$ cat src/rtl/riscv_pkg.sv
// Shared RISC-V front-end constants used by the fetch unit and its testbench.
package riscv_pkg;

    localparam int unsigned XLEN         = 32;
    localparam int unsigned INSTR_W      = 32;
    localparam int unsigned FETCH_STRIDE = 4;
    localparam logic [31:0] RESET_PC     = 32'h0000_0000;

endpackage

$ cat src/rtl/sync_fifo.sv
// Single-clock FIFO with push/pop/flush and occupancy count; DEPTH must be a power of 2.
module sync_fifo #(
    parameter int unsigned WIDTH = 32,
    parameter int unsigned DEPTH = 4
) (
    input  logic                       clk,
    input  logic                       rst_n,
    input  logic                       i_push,
    input  logic                       i_pop,
    input  logic                       i_flush,
    input  logic [WIDTH-1:0]           i_wdata,
    output logic [WIDTH-1:0]           o_rdata,
    output logic [$clog2(DEPTH):0]     o_count
);

    localparam int unsigned AW = $clog2(DEPTH);
    localparam int unsigned CW = AW + 1;

    logic [WIDTH-1:0] r_mem [DEPTH];
    logic [AW-1:0]    r_wptr;
    logic [AW-1:0]    r_rptr;
    logic [CW-1:0]    r_count;
    logic             w_full;
    logic             w_empty;
    logic             w_do_push;
    logic             w_do_pop;

    assign w_full    = (r_count == CW'(DEPTH));
    assign w_empty   = (r_count == '0);
    assign w_do_pop  = i_pop && !w_empty;
    // A push into a full FIFO is legal only when the head leaves in the same cycle.
    assign w_do_push = i_push && (!w_full || w_do_pop);

    always_ff @(posedge clk or negedge rst_n) begin
        if (!rst_n) begin
            r_wptr  <= '0;
            r_rptr  <= '0;
            r_count <= '0;
        end else if (i_flush) begin
            r_wptr  <= '0;
            r_rptr  <= '0;
            r_count <= '0;
        end else begin
            if (w_do_push) r_wptr <= r_wptr + AW'(1);
            if (w_do_pop)  r_rptr <= r_rptr + AW'(1);
            r_count <= r_count + CW'(w_do_push) - CW'(w_do_pop);
        end
    end

    always_ff @(posedge clk) begin
        if (w_do_push && !i_flush) r_mem[r_wptr] <= i_wdata;
    end

    assign o_rdata = r_mem[r_rptr];
    assign o_count = r_count;

endmodule

$ cat src/rtl/fetch_unit.sv
// Instruction fetch: credit-limited PC stream to imem, in-order response buffering, redirect
// flush with drop counting of stale in-flight responses.
module fetch_unit #(
    parameter int unsigned     XLEN       = riscv_pkg::XLEN,
    parameter logic [XLEN-1:0] RESET_PC   = XLEN'(riscv_pkg::RESET_PC),
    parameter int unsigned     IBUF_DEPTH = 4
) (
    input  logic            clk,
    input  logic            rst_n,
    output logic            imem_req_valid,
    input  logic            imem_req_ready,
    output logic [XLEN-1:0] imem_req_addr,
    input  logic            imem_resp_valid,
    input  logic [31:0]     imem_resp_data,
    input  logic            redirect_valid,
    input  logic [XLEN-1:0] redirect_pc,
    output logic            out_valid,
    input  logic            out_ready,
    output logic [31:0]     out_instr,
    output logic [XLEN-1:0] out_pc
);

    import riscv_pkg::*;

    localparam int unsigned CW = $clog2(IBUF_DEPTH) + 1;
    localparam int unsigned EW = XLEN + INSTR_W;

    logic [XLEN-1:0] r_pc;
    logic [XLEN-1:0] w_pc_d;
    logic [CW-1:0]   r_drop_cnt;
    logic [CW-1:0]   w_drop_cnt_d;
    logic [CW-1:0]   w_pend_count;
    logic [CW-1:0]   w_ibuf_count;
    logic [CW+1:0]   w_inflight;
    logic [XLEN-1:0] w_pend_pc;
    logic [EW-1:0]   w_ibuf_head;
    logic            w_req_fire;
    logic            w_resp_accept;
    logic            w_ibuf_nonempty;
    logic            w_out_fire;

    // Stale responses still count against credit until they have drained.
    assign w_inflight = (CW+2)'(w_pend_count) + (CW+2)'(r_drop_cnt) + (CW+2)'(w_ibuf_count);

    assign imem_req_valid = rst_n && !redirect_valid && (w_inflight < (CW+2)'(IBUF_DEPTH));
    assign imem_req_addr  = r_pc;
    assign w_req_fire     = imem_req_valid && imem_req_ready;
    assign w_resp_accept  = imem_resp_valid && !redirect_valid && (r_drop_cnt == '0);

    assign w_ibuf_nonempty = (w_ibuf_count != '0);
    assign out_valid       = w_ibuf_nonempty && !redirect_valid;
    assign out_pc          = w_ibuf_nonempty ? w_ibuf_head[EW-1 -: XLEN] : '0;
    assign out_instr       = w_ibuf_nonempty ? w_ibuf_head[INSTR_W-1:0] : '0;
    assign w_out_fire      = out_valid && out_ready;

    always_comb begin
        w_pc_d       = r_pc;
        w_drop_cnt_d = r_drop_cnt;
        if (redirect_valid) begin
            w_pc_d       = {redirect_pc[XLEN-1:2], 2'b00};
            // A response landing with the redirect is discarded, so it leaves the count.
            w_drop_cnt_d = w_pend_count + r_drop_cnt - CW'(imem_resp_valid);
        end else begin
            if (w_req_fire) w_pc_d = r_pc + XLEN'(FETCH_STRIDE);
            if (imem_resp_valid && (r_drop_cnt != '0)) w_drop_cnt_d = r_drop_cnt - CW'(1);
        end
    end

    always_ff @(posedge clk or negedge rst_n) begin
        if (!rst_n) begin
            r_pc       <= RESET_PC;
            r_drop_cnt <= '0;
        end else begin
            r_pc       <= w_pc_d;
            r_drop_cnt <= w_drop_cnt_d;
        end
    end

    sync_fifo #(
        .WIDTH (XLEN),
        .DEPTH (IBUF_DEPTH)
    ) u_pend_q (
        .clk     (clk),
        .rst_n   (rst_n),
        .i_push  (w_req_fire),
        .i_pop   (w_resp_accept),
        .i_flush (redirect_valid),
        .i_wdata (r_pc),
        .o_rdata (w_pend_pc),
        .o_count (w_pend_count)
    );

    sync_fifo #(
        .WIDTH (EW),
        .DEPTH (IBUF_DEPTH)
    ) u_ibuf (
        .clk     (clk),
        .rst_n   (rst_n),
        .i_push  (w_resp_accept),
        .i_pop   (w_out_fire),
        .i_flush (redirect_valid),
        .i_wdata ({w_pend_pc, imem_resp_data}),
        .o_rdata (w_ibuf_head),
        .o_count (w_ibuf_count)
    );

endmodule

$ cat config.mk
export PLATFORM = sky130hd
export DESIGN_NAME = fetch_unit
export DESIGN_NICKNAME = d
export VERILOG_FILES = /design/src/rtl/riscv_pkg.sv /design/src/rtl/sync_fifo.sv /design/src/rtl/fetch_unit.sv
export SDC_FILE = /design/constraint.sdc
export NUM_CORES = 1
export LEC_CHECK = 0
export CAP_MARGIN = 15
export CORE_MARGIN = 2
export CORE_UTILIZATION = 42
export DETAILED_ROUTE_END_ITERATION = 10
export HOLD_SLACK_MARGIN = 0.03
export MAX_ROUTING_LAYER = met4
export PLACE_DENSITY_LB_ADDON = 0.3
export SYNTH_ARGS = -nofsm -noshare
export SYNTH_HDL_FRONTEND = slang
export SYNTH_HIERARCHICAL = 1
export SYNTH_SLANG_ARGS = --single-unit
export TNS_END_PERCENT = 50
$ cat constraint.sdc
create_clock -name clk -period 5.9 [get_ports clk]
set_input_delay 0.59 -clock clk [delete_from_list [all_inputs] [get_ports clk]]
set_output_delay 0.59 -clock clk [all_outputs]
set_load 0.05 [all_outputs]
==> qor.csv, run 1 <==
stage,metric,value,unit
status,status,finished clean,
timing,period_needed,4.57,ns
synthesis,async_flop_share,0.109,
synthesis,yosysUniqueCellTypes,65,
routing,postRouteAntennaNets,0,
synthesis,syn_avg_cell_area,18.9,um^2
routing,drt_iter0_drc,505,
grt,grt_start_max_net_pins,50,
timing,hold_violations,0,
timing,setup_ws,1.33,ns
clocking,cts.sinks,431,
floorplanning,rows,74,
setup_path,endpoint,u_pend_q/r_mem[0][8]$_DFFE_PP_,
place,gp_congestion,0.840,
clocking,cts_tree,yes,
clocking,clk_pin_slew_worst_paths,0.06,ns
routing,dr.pass1.iters,5,
clocking,postCtsSetupRepairBufs,0,
min_path,hold_path_class,primary input to asynchronous set/reset pin,
floorplanning,fp.dieArea,0.0434,mm^2
setup_path,cp-end-kind,register,
clocking,hold_buffers,0,
final_layout,final_nets,1221,
final_layout,area_growth,21.4,%
timing,fmax,0.219,GHz
synthesis,yosysSeqAreaShare,0.724,
setup_path,critPathLaunchType,register,
floorplanning,core_area,0.0410,mm^2
clocking,root_buffer,clkbuf_16,
timing,fin_setup_tns,0,ns
power,power_density,331,mW/mm^2
timing,worst-slew-pin-transition,0.930,ns
timing,skew,0.0170,ns
place,hpwl,22300,um
setup_path,required,6.14,ns
place,pre_cts_slack,1.33,ns
routing,drc_errors,0,
power,irDropWorstVdd,0.213,mV
final_layout,layout-drive-gt1-share,0.181,
timing,max_slew_margin,0.380,
timing,rsz0062_at_grt,false,
setup_path,cp-startpoint,u_pend_q/o_count[1]$_DFF_PN0_,
floorplanning,ioPinCount,168,
clocking,max-clock-path-buffers,3,
timing,fin_crit_sh,0.775,
setup_path,worstReg2RegStart,u_pend_q/o_count[1]$_DFF_PN0_,
routing,vias,9069,
synthesis,netlist_area,0.0175,mm^2
grt,antenna_found_initial,0,
clocking,numCtsBuffers,45,
final_layout,antennaDiodeCount,0,
setup_path,path_max_fanout,25,
final_layout,layout_commonest_cell,edfxtp_1,
clocking,htreeDepth,2,
grt,grt.total_usage,0.173,
floorplanning,fp.dieW,208,um
place,placed_cells_incl_taps,1611,
clocking,cts_resized,0,
synthesis,synth_seq_cells,431,
routing,wl_per_cell,20.9,um
grt,overflow,0,
synthesis,syn_inst,928,
final_layout,final_cell_mix,"384 x edfxtp_1, 161 x clkdlybuf4s50_1, 96 x mux4_2, 68 x nor2b_1, 46 x clkbuf_16",
clocking,clock_latency,0.55,ns
routing,wl,35500,um
floorplanning,die_h,208,um
place,portBuffers,163,
power,total_leakage_power,6.95,nW
setup_path,path_class,register to register,
flow_run,max_cap_viol_count,0,
synthesis,synth-edff-count,384,
final_layout,fin_cells,1693,
timing,drv_slew,0,
setup_path,reg2regPathDepth,11,
synthesis,synth-warning-count,6,
synthesis,yosys_most_used_dff,edfxtp_1,
setup_path,r2r-end,u_pend_q/r_mem[0][8]$_DFFE_PP_,
grt,grt_pass1_vias,9401,
routing,via_per_inst,5.36,
grt,grt_pass1_wl,55800,um
setup_path,cp.arrival,4.81,ns
floorplanning,start_util,0.428,
timing,setup_viol,0,
setup_path,rrSetupSlack,1.33,ns
## cell families after synthesis
logic type               count (synthesis)  share of synthesized area
flip-flops                             431                      0.724
AND/OR/NAND/NOR                        202                     0.0673
multiplexers                           104                      0.128
AO/OA/AOI/OAI                           78                     0.0320
buffers and inverters                   76                     0.0219
adder cells (fa/ha/maj)                 25                     0.0204
XOR/XNOR                                11                    0.00549
other                                    1                   0.000214
## synth_stat cells, drive strengths merged, types with 3 or more instances
master	instances	area share
a21oi	13	0.0039
o211ai	6	0.0026
nand3	14	0.0040
or4	4	0.0019
inv	33	0.0071
o22ai	3	0.0011
nor4b	3	0.0022
edfxtp	384	0.66
o21ai	15	0.0043
xnor2	5	0.0025
nand2	31	0.0071
a21o	12	0.0052
dfrtp	47	0.067
nor4	6	0.0030
and2	9	0.0032
xor2	6	0.0030
nand2b	4	0.0014
o31a	4	0.0020
mux2i	6	0.0034
ha	19	0.014
o31ai	3	0.0013
fa	6	0.0068
a221o	8	0.0046
nor2b	69	0.025
buf	26	0.011
o311ai	4	0.0020
nor3b	3	0.0013
mux4	96	0.12
nand4	12	0.0055
nor2	27	0.0058
nor3	11	0.0031
clkbuf	17	0.0036
## metal layers
metal  GRT usage  routed length, um
met1       0.232              15800
met2       0.275              17300
met3      0.0285               1700
met4      0.0506                696
met5           -                  0
## per-stage QoR
stage               instance area (um^2)   util  hold slack [ns]  power, mW
floorplan                          17600      -            0.294       3.99
global placement                   19800  0.483            0.542       4.27
detailed placement                 19800  0.483            0.567       4.29
CTS                                21300  0.519            0.190       7.15
global route                       21300  0.519            0.216       7.32
finish                             21300  0.519            0.184       7.05
## flip-flops by register name, summed over array words and instances, names as in the netlist
name	count
imem_req_addr	30
r_drop_cnt	3
u_ibuf/o_count	3
u_ibuf/r_mem	256
u_ibuf/r_rptr	2
u_ibuf/r_wptr	2
u_pend_q/o_count	3
u_pend_q/r_mem	128
u_pend_q/r_rptr	2
u_pend_q/r_wptr	2
## how the worst min path moves through the flow
stage                                         from                        endpoint  slack (ns)  depth (start not counted)
floorplan                                    rst_n   imem_req_addr[10]$_DFFE_PN0P_        0.29                          0
global placement    u_pend_q/r_rptr[0]$_DFFE_PN0P_  u_pend_q/r_rptr[0]$_DFFE_PN0P_        0.54                          2
detailed placement  u_pend_q/r_rptr[0]$_DFFE_PN0P_  u_pend_q/r_rptr[0]$_DFFE_PN0P_        0.57                          2
CTS                                          rst_n       r_drop_cnt[0]$_DFFE_PN0P_        0.19                          2
global route                                 rst_n       r_drop_cnt[1]$_DFFE_PN0P_        0.22                          2
finish                                       rst_n       r_drop_cnt[0]$_DFFE_PN0P_        0.18                          2
## worst max-delay path: stages (launching register included)
cell,delay [ns]
dfrtp_1,0.48
inv_1,0.13
fa_1,0.57
nor2_1,0.07
fa_1,0.39
nor2b_1,0.27
o2111a_1,0.40
nand2_4,0.23
inv_2,0.40
nor3b_1,0.37
and2_1,0.58
buf_4,0.34
## power breakdown
part	internal, mW	leakage (nW)	switching (mW)
Clock	1.72	0.722	1.12
Sequential	3.41	4.04	0.108
Combinational	0.263	2.19	0.439
## cell type report
type	instances	area (um^2)
fillers	3339	19700
flip-flops and latches	431	12700
multi-input cells	430	4490
repair buffers	185	1800
clock buffers	57	1210
well taps	532	666
clock inverters	25	287
inverters	33	124
Note: power is estimated with default switching activity, not from simulation.
==> run 2, diff against run 1 <==
==> constraint.sdc (replaced) <==
create_clock -name clk -period 4.55 [get_ports clk]
set_input_delay 0.455 -clock clk [delete_from_list [all_inputs] [get_ports clk]]
set_output_delay 0.455 -clock clk [all_outputs]
set_load 0.05 [all_outputs]
==> run 2 against run 1 <==
  * Worst setup slack got worse by 0.87 ns
  * Routed wire length fell by 0.11%
  * Cell area rose by 0.73%
  * Critical path depth fell by 3
  * First-iteration DRC count rose by 16%
  * Sequential share of layout area fell by 0.43 points
  * Power rose by 27%
  * Count of clock-buffer cells in the layout fell by 4
  * Register-to-register slack got worse by 0.52 ns
  * Global-route usage fell by 0.24 points
  * Critical path type is now register to primary output
  * Largest cell class unchanged
  * Largest power group unchanged
  * Highest routed layer unchanged
==> qor.csv, run 2 (synthesis gave the netlist of run 1 again) <==
stage,metric,value,unit,change
status,status,finished clean,,
clocking,htreeDepth,2,,unchanged
setup_path,rrSetupSlack,0.81,ns,-0.52 ns
place,hpwl,23000,um,+3.0%
setup_path,required,4.09,ns,-2.05 ns
power,irDropWorstVdd,0.250,mV,+17%
place,portBuffers,163,,unchanged
final_layout,multiInputGateArea,0.00449,mm^2,unchanged
setup_path,slowest_stage,clkdlybuf4s50_1,,
timing,rsz0062_at_grt,false,,
place,gp_congestion,0.817,,-2.7%
timing,drv_slew,0,,unchanged
final_layout,layout-drive-gt1-share,0.195,,+0.0140
clocking,max-clock-path-buffers,3,,unchanged
floorplanning,rows,74,,unchanged
timing,hold_ws,0.340,ns,+0.156 ns
clocking,cts_tree,yes,,
setup_path,worstReg2RegStart,u_ibuf/o_count[1]$_DFF_PN0_,,
final_layout,layout_commonest_cell,edfxtp_1,,
grt,grt.total_usage,0.170,,-0.00241
clocking,cts.sinks,431,,unchanged
power,power_density,418,mW/mm^2,+26%
power,combPwrFrac,0.102,,+0.002
clocking,clk_pin_slew_worst_paths,0.07,ns,about the same
min_path,hold_path_class,primary input to asynchronous set/reset pin,,
floorplanning,start_util,0.428,,unchanged
timing,fin_crit_sh,0.899,,
timing,fmax,0.245,GHz,
power,switching_share,0.238,,+0.00175
grt,grt_pass1_vias,9557,,+1.7%
timing,hold_violations,0,,unchanged
clocking,postCtsSetupRepairBufs,0,,unchanged
final_layout,ff_latch_area,0.0127,mm^2,unchanged
setup_path,cp.arrival,3.63,ns,-1.18 ns
routing,wl_per_cell,20.7,um,-0.93%
floorplanning,ioPinCount,168,,unchanged
setup_path,worstPathCellList,inv_1 > fa_1 > nor2_1 > fa_1 > nor2b_1 > nor4b_1 > nor2_1 > clkdlybuf4s50_1,,
timing,max_slew_margin,0.287,,-0.0925
clocking,numCtsBuffers,44,,-2.2%
routing,via_per_inst,5.36,,about the same
floorplanning,core_area,0.0410,mm^2,unchanged
setup_path,r2r-end,u_pend_q/o_count[2]$_DFF_PN0_,,
final_layout,largest_reg_flops,256,,unchanged
timing,skew,0.0204,ns,+0.00347 ns
setup_path,critPathBufInv,2,,-1
final_layout,area_growth,22.3,%,
clocking,clock_latency,0.53,ns,-0.02 ns
flow_run,max_cap_viol_count,0,,unchanged
setup_path,cp-end-kind,primary output,,
timing,fin_setup_tns,0,ns,unchanged
routing,drc_errors,0,,unchanged
setup_path,path_delay_family,buffers and inverters,,
power,p_int,6.83,mW,+27%
final_layout,final_nets,1234,,+1.1%
grt,antenna_found_initial,1,,+1
setup_path,path_max_fanout,7,,-72%
routing,postRouteAntennaNets,0,,unchanged
setup_path,max_stage_delay,0.83,ns,+0.25 ns
power,seq_power_share,0.509,,+0.010
routing,drt_iter0_drc,586,,+16%
final_layout,antennaDiodeCount,0,,unchanged
timing,worst-slew-pin-transition,1.07,ns,+0.139 ns
setup_path,reg2regPathDepth,15,,+4
power,p_switching,2.13,mW,+28%
clocking,cts_resized,0,,unchanged
floorplanning,fp.dieArea,0.0434,mm^2,unchanged
grt,grt_pass1_wl,55600,um,-0.35%
final_layout,largest_register,u_ibuf/r_mem,,
setup_path,path_class,register to primary output,,
grt,grt_start_max_net_pins,65,,+30%
setup_path,cp-startpoint,u_ibuf/o_count[1]$_DFF_PN0_,,
routing,vias,9150,,+0.89%
clocking,root_buffer,clkbuf_16,,
routing,dr.pass1.iters,7,,+2
floorplanning,die_h,208,um,unchanged
final_layout,fillers,3272,,-2.0%
timing,setup_viol,0,,unchanged
power,p_clk_frac,0.388,,-0.014
final_layout,final_cell_mix,"384 x edfxtp_1, 161 x clkdlybuf4s50_1, 96 x mux4_2, 68 x nor2b_1, 45 x clkbuf_16",,
floorplanning,fp.dieW,208,um,unchanged
power,total_leakage_power,7.03,nW,+1.2%
setup_path,critPathLaunchType,register,,
grt,overflow,0,,unchanged
routing,wl,35400,um,-0.11%
timing,period_needed,4.09,ns,
run 2: cell count changes in the layout (fill, tap and decap cells not counted):
cell	before	now
clkbuf_16	46	45
buf_4	21	24
bufinv_16	6	4
inv_6	0	2
clkbuf_1	9	7
clkinvlp_4	3	2
clkbuf_8	2	1
clkinv_8	1	0
clkinv_2	5	15
buf_12	1	11
clkinv_1	9	5
dlygate4sd3_1	0	1
run 2: area by class of cell:
| class | instances | share of cell area |
|---|---|---|
| multi-input combinational | 430 | 0.209 |
| tap | 532 | 0.0310 |
| timing repair buffer | 199 | 0.0947 |
| sequential | 431 | 0.593 |
| clock inverter | 29 | 0.0119 |
| inverter | 33 | 0.00577 |
| clock buffer | 53 | 0.0544 |
run 2: repair_timing:
item	CTS	global route
setup endpoints to repair	0	0
hold buffers	1	0
hold endpoints to repair	10	0
run 2: power by group through the flow:
stage / registers (mW) / clock network, mW / logic, mW
after floorplan: 4.70 / 0 / 0.478
after global placement: 4.63 / 0 / 0.914
after detailed placement: 4.64 / 0 / 0.924
after CTS: 4.56 / 3.57 / 0.929
after global routing: 4.57 / 3.74 / 0.998
final: 4.56 / 3.48 / 0.917
run 2: worst reg2reg max path: stages, from the launching register on:
cell and delay (ns):
dfrtp_1 0.50, inv_1 0.12, fa_1 0.55, nor2_1 0.08, fa_1 0.39, nor2b_1 0.29, o2111a_1 0.40, nand2_4 0.08
inv_2 0.09, nor2b_2 0.22, a21o_2 0.15, ha_1 0.13, inv_1 0.04, fa_1 0.37, xnor2_1 0.16, nor2_1 0.05
run 2: how the worst max path moves through the flow:
stage / endpoint / slack, ns / cells after the start
CTS: imem_req_valid / 0.44 / 8
global route: imem_req_valid / 0.22 / 8
finish: imem_req_valid / 0.46 / 8
detailed placement: u_pend_q/r_mem[0][18]$_DFFE_PP_ / 0.82 / 11
floorplan: u_ibuf/r_mem[0][0]$_DFFE_PP_ / 0.53 / 7
global placement: u_pend_q/o_count[2]$_DFF_PN0_ / 0.89 / 15
run 2: through the flow:
stage	power, mW	util	worst slack [ns]	area, um^2	std cells
2_1_floorplan	5.18	-	0.528	17600	937
3_3_place_gp	5.55	0.488	0.889	20000	1624
3_5_place_dp	5.56	0.488	0.820	20000	1624
4_1_cts	9.06	0.523	0.440	21400	1707
5_1_grt	9.31	0.523	0.222	21400	1707
6_report	8.96	0.523	0.461	21400	1707
run 2: metal layers:
metal  up-vias  global-route usage  part of all wire
met5         -                   -                 0
li1       4106                   -                 -
met1      4722               0.230              0.45
met4         0              0.0414             0.017
met2       279               0.273              0.49
met3        43              0.0272             0.049
